<file path="config.mk">
export PLATFORM = sky130hd
export DESIGN_NAME = rf_wbq
export DESIGN_NICKNAME = d
export VERILOG_FILES = /design/src/rtl/rf_wbq.sv
export SDC_FILE = /design/constraint.sdc
export NUM_CORES = 1
export LEC_CHECK = 0
export ABC_CLOCK_PERIOD_IN_PS = 4150
export CAP_MARGIN = 40
export CORE_ASPECT_RATIO = 0.5
export CORE_MARGIN = 1.5
export CORE_UTILIZATION = 56
export DETAILED_ROUTE_END_ITERATION = 10
export GPL_ROUTABILITY_DRIVEN = 0
export PLACE_DENSITY_LB_ADDON = 0.3
export SETUP_SLACK_MARGIN = 0.02
export SYNTH_ARGS = -nofsm -noshare
export SYNTH_HDL_FRONTEND = slang
export SYNTH_SLANG_ARGS = --single-unit
</file>
<file path="constraint.sdc">
create_clock -name clk -period 4.15 [get_ports clk]
set_input_delay 0.83 -clock clk [delete_from_list [all_inputs] [get_ports clk]]
set_output_delay 0.83 -clock clk [all_outputs]
set_load 0.005 [all_outputs]
</file>
<file path="src/rtl/rf_wbq.sv">
// Register-file writeback queue: buffers writes until the RF write port is free,
// with a register-hazard lookup port and a flush/drain handshake.
module rf_wbq #(
    parameter int unsigned XLEN  = 64,
    parameter int unsigned XWDT  = 6,
    parameter int unsigned DEPTH = 4
) (
    input  logic            clk,
    input  logic            rst,
    input  logic            req_valid,
    output logic            req_ready,
    input  logic [XWDT-1:0] req_reg,
    input  logic [XLEN-1:0] req_data,
    input  logic [1:0]      req_size,
    input  logic [2:0]      req_pos,
    input  logic            rf_busy,
    output logic            rf_we,
    output logic [XWDT-1:0] rf_wreg,
    output logic [XLEN-1:0] rf_wdata,
    output logic [1:0]      rf_wsize,
    output logic [2:0]      rf_wpos,
    input  logic [XWDT-1:0] chk_reg,
    output logic            chk_pending,
    input  logic            flush,
    output logic            flush_done,
    output logic            err
);

    localparam int unsigned AW = (DEPTH > 1) ? $clog2(DEPTH) : 1;
    localparam int unsigned CW = AW + 1;

    typedef enum logic [1:0] {IDLE, ACTIVE, DRAIN} state_t;

    state_t          state_q;
    logic [CW-1:0]   count_q, count_d;
    logic [AW-1:0]   head_q, tail_q;
    logic            rf_we_q, err_q, flush_done_q;
    logic [XWDT-1:0] rf_wreg_q;
    logic [XLEN-1:0] rf_wdata_q;
    logic [1:0]      rf_wsize_q;
    logic [2:0]      rf_wpos_q;

    logic [XWDT-1:0] mem_reg_q  [DEPTH];
    logic [XLEN-1:0] mem_data_q [DEPTH];
    logic [1:0]      mem_size_q [DEPTH];
    logic [2:0]      mem_pos_q  [DEPTH];

    logic [3:0]      lane_limit;
    logic            legal, accept, push, pop;
    logic [AW-1:0]   offset;

    assign req_ready = (count_q < CW'(DEPTH)) && (state_q != DRAIN) && !rst;

    always_comb begin
        lane_limit = 4'd8 >> req_size;
        legal      = {1'b0, req_pos} < lane_limit;
        accept     = req_valid && req_ready;
        push       = accept && legal;
        pop        = (count_q != '0) && !rf_busy;
        count_d    = count_q;
        if (push && !pop) begin
            count_d = count_q + CW'(1);
        end else if (!push && pop) begin
            count_d = count_q - CW'(1);
        end
    end

    // An entry is occupied when its distance from head (mod DEPTH) is below count.
    always_comb begin
        chk_pending = rf_we_q && (rf_wreg_q == chk_reg);
        offset      = '0;
        for (int unsigned i = 0; i < DEPTH; i++) begin
            offset = AW'(i) - head_q;
            if (({1'b0, offset} < count_q) && (mem_reg_q[i] == chk_reg)) begin
                chk_pending = 1'b1;
            end
        end
    end

    always_ff @(posedge clk) begin
        if (push) begin
            mem_reg_q[tail_q]  <= req_reg;
            mem_data_q[tail_q] <= req_data;
            mem_size_q[tail_q] <= req_size;
            mem_pos_q[tail_q]  <= req_pos;
        end
    end

    always_ff @(posedge clk or posedge rst) begin
        if (rst) begin
            state_q      <= IDLE;
            count_q      <= '0;
            head_q       <= '0;
            tail_q       <= '0;
            rf_we_q      <= 1'b0;
            rf_wreg_q    <= '0;
            rf_wdata_q   <= '0;
            rf_wsize_q   <= '0;
            rf_wpos_q    <= '0;
            err_q        <= 1'b0;
            flush_done_q <= 1'b0;
        end else begin
            count_q      <= count_d;
            err_q        <= accept && !legal;
            flush_done_q <= 1'b0;
            if (push) begin
                tail_q <= tail_q + AW'(1);
            end
            if (pop) begin
                head_q     <= head_q + AW'(1);
                rf_we_q    <= 1'b1;
                rf_wreg_q  <= mem_reg_q[head_q];
                rf_wdata_q <= mem_data_q[head_q];
                rf_wsize_q <= mem_size_q[head_q];
                rf_wpos_q  <= mem_pos_q[head_q];
            end else begin
                rf_we_q <= 1'b0;
            end
            case (state_q)
                IDLE: begin
                    if (flush) begin
                        state_q <= DRAIN;
                    end else if (push) begin
                        state_q <= ACTIVE;
                    end
                end
                ACTIVE: begin
                    if (flush) begin
                        state_q <= DRAIN;
                    end else if (count_d == '0) begin
                        state_q <= IDLE;
                    end
                end
                DRAIN: begin
                    // Wait for the final write strobe to retire before signalling done.
                    if ((count_q == '0) && !rf_we_q) begin
                        state_q      <= IDLE;
                        flush_done_q <= 1'b1;
                    end
                end
                default: state_q <= IDLE;
            endcase
        end
    end

    assign rf_we      = rf_we_q;
    assign rf_wreg    = rf_wreg_q;
    assign rf_wdata   = rf_wdata_q;
    assign rf_wsize   = rf_wsize_q;
    assign rf_wpos    = rf_wpos_q;
    assign err        = err_q;
    assign flush_done = flush_done_q;

endmodule

</file>
==> impl_metrics.json <==
{
  "status": "complete, no violations",
  "die-area_um2": 27300,
  "p_per_area_nw_per_um2": 637,
  "worstSetupStartpointType": "primary input",
  "reg2reg_slack_ns": 1.38,
  "crit_type": "primary input to output port",
  "synth_mux_area_share_pct": 17.2,
  "track_usage_pct": 22.3,
  "hold_buffers": 0,
  "rows": 41,
  "num_antenna_cells": 0,
  "drt_pass1_iterations": 5,
  "crit_required_ns": 3.32,
  "cts_tree": "built",
  "synth-main-ff-cell": "edfxtp_1",
  "synth-compound-area-share_pct": 0.994,
  "max_freq_mhz": 272,
  "grt_overflow": 0,
  "final_core_util_pct": 70.9,
  "hold_class": "flop to flop",
  "worstPathMaxFanout": 5,
  "grt_use_met3_pct": 4.22,
  "finalCriticalPeriod_ns": 3.67,
  "drcViolationCount": 0,
  "setup_tns_ns": 0,
  "busiest_layer": "met2",
  "ys_async_sr_fraction_pct": 22.5,
  "synth-simple-area-share_pct": 1.40,
  "drive_gt1_share_pct": 25.5,
  "yosys_warnings": 0,
  "synthesis.area_um2": 14700,
  "htree_levels": 2,
  "numClockSinks": 387,
  "routed_wl_mm": 29.4,
  "crit_path_end_kind": "output port",
  "grt_pass1_wl_mm": 45.8,
  "arrival_ns": 2.84,
  "syn_area_per_cell_um2": 21.6,
  "grt_max_degree": 58,
  "root_buffer": "clkbuf_16",
  "ant_nets": 0,
  "path_clk_slew_ns": 0.06,
  "portBuffers": 165,
  "seq_area_frac_synth_pct": 76.0,
  "clock_path_buffers": 3,
  "syn2layout_area_growth_pct": 22.8,
  "synth-adder-area-share_pct": 1.10,
  "layoutNonFillerInstCount": 1242,
  "die_y_um": 118,
  "ys_ff_latch": 387,
  "slew_violations": 0,
  "setup_viol": 0,
  "synth-edff-count": 300,
  "finalClockSkew_ns": 0.0130,
  "maxSlewHeadroom_pct": 60.5,
  "worstMarginPinSlew_ns": 0.593,
  "multiInputGateArea_um2": 3370,
  "clock_latency_ns": 0.51,
  "synth_top_family_by_area": "multiplexers",
  "fillers": 1507,
  "rsz0062_at_grt": "false",
  "hpwl_mm": 17.7,
  "synthesis.nets": 782,
  "globalRouteMet2Util_pct": 37.2,
  "die_x_um": 232,
  "wl_per_cell_um": 23.7,
  "vdd_drop_max_v": 0.000384,
  "dp_cells": 1180,
  "num_io_pins": 166,
  "drt-initial-drc-count": 609,
  "drv_cap": 0,
  "hold_viol_final": 0,
  "core_um2": 25500,
  "syn-instance-count": 683,
  "synth_xor_area_share_pct": 2.14,
  "vias_per_cell": 5.79,
  "met1_usage_pct": 30.8,
  "power_leakage_uw": 0.00617,
  "final_nets": 971,
  "postCtsSetupBuffers": 0,
  "post-route-period-util_pct": 88.4,
  "seq_area_um2": 11200,
  "cts.repair.resized": 0,
  "cts_buffers": 34,
  "grt_pass1_vias": 7737,
  "synth.distinct_cells": 37,
  "num_vias": 7189,
  "antenna_found_initial": 0,
  "start_util_pct": 57.7
}
[cell usage in the layout (no fill, tap or decap), types with 2 or more instances in the layout]
master / n
a21oi_1: 6
and2_4: 4
buf_12: 8
buf_4: 11
bufinv_16: 3
clkbuf_1: 11
clkbuf_16: 37
clkdlybuf4s50_1: 165
clkinv_1: 3
clkinv_2: 5
clkinvlp_4: 3
dfrtp_1: 85
dfrtp_4: 2
edfxtp_1: 300
ha_1: 13
inv_1: 8
mux2_2: 75
mux4_2: 75
nand2_1: 3
nand2b_1: 5
nand4_1: 4
nor2_1: 3
nor2b_1: 2
nor3_1: 3
nor4_1: 5
o2111ai_1: 2
o21ai_0: 4
xnor2_1: 13
xor2_1: 23
[worst paths after layout]
kind / start / endpoint / cells after the start
worst max-delay path: chk_reg[4] / chk_pending / 8
worst min-delay path: rf_wdata[52] / rf_wdata[52] / 1
worst max register to register: head_q[0] / rf_wdata[15] / 5
worst min register to register: rf_wdata[52] / rf_wdata[52] / 1
max in group asynchronous: rst / rf_wdata[50] / 5
min in group asynchronous: rst / rf_wdata[61] / 3
[worst max-delay path, cell delays in order]
cell             delay [ns]
clkdlybuf4s50_1        0.55
xor2_1                 0.21
nor4_1                 0.28
o21ai_0                0.13
nor3_1                 0.15
nor2_1                 0.08
nand4_1                0.11
clkdlybuf4s50_1        0.51
[synthesized netlist by cell type (4+ instances only)]
library cell | n | area, um2
edfxtp_1 | 300 | 9010
nor4_1 | 5 | 31.3
nand2b_1 | 5 | 31.3
and2_1 | 4 | 25.0
ha_1 | 13 | 163
buf_2 | 12 | 60.1
mux4_2 | 75 | 1690
clkbuf_1 | 17 | 63.8
mux2_2 | 75 | 845
inv_1 | 9 | 33.8
dfrtp_1 | 87 | 2180
xnor2_1 | 13 | 114
nand4_1 | 4 | 25.0
o21ai_0 | 4 | 20.0
xor2_1 | 23 | 201
a21oi_1 | 6 | 30.0
[per-layer routing]
metal / vias up / routed length (um)
met5: - / 0
met4: 0 / 529
met3: 47 / 1710
met2: 251 / 15000
met1: 3774 / 12200
li1: 3117 / -
[kinds of logic (layout without fill, tap and decap cells)]
kind of cell / after synthesis / in the layout
flops: 387 / 387
mux: 150 / 150
buf+inv: 42 / 257
xor+xnor: 36 / 36
simple gates: 35 / 35
compound gates: 20 / 20
fa+ha+maj: 13 / 13
[sequential cells by signal (all words and copies together) (netlist names), 3 cells and up]
name	cells
mem_reg_q	24
mem_pos_q	12
mem_size_q	8
mem_data_q	256
rf_wpos	3
rf_wreg	6
count_q	3
rf_wdata	64
[power by group]
group	switching, uW	internal [uW]	leakage (uW)
clock network	1340	1840	0.000543
registers	323	4710	0.00372
logic	1320	1980	0.00191
[final cells by class]
class | count | share of cell area (%)
Clock buffer | 49 | 5.42
Clock inverter | 13 | 0.782
Inverter | 10 | 0.228
Multi-Input combinational cell | 254 | 18.7
Sequential cell | 387 | 61.9
Tap cell | 344 | 2.38
Timing Repair Buffer | 185 | 10.6
[stage by stage]
stage / power [uW] / setup slack (ns) / cell area, um2 / hold slack (ns)
3_3_place_gp: 8290 / 0.502 / 16900 / 0.488
3_5_place_dp: 8410 / 0.374 / 17000 / 0.489
6_report: 11500 / 0.479 / 18100 / 0.506
5_1_grt: 12000 / 0.355 / 18100 / 0.528
2_1_floorplan: 6930 / 0.228 / 14700 / 0.467
4_1_cts: 11600 / 0.490 / 18100 / 0.504
No activity file was read; power rests on OpenSTA's default activity.
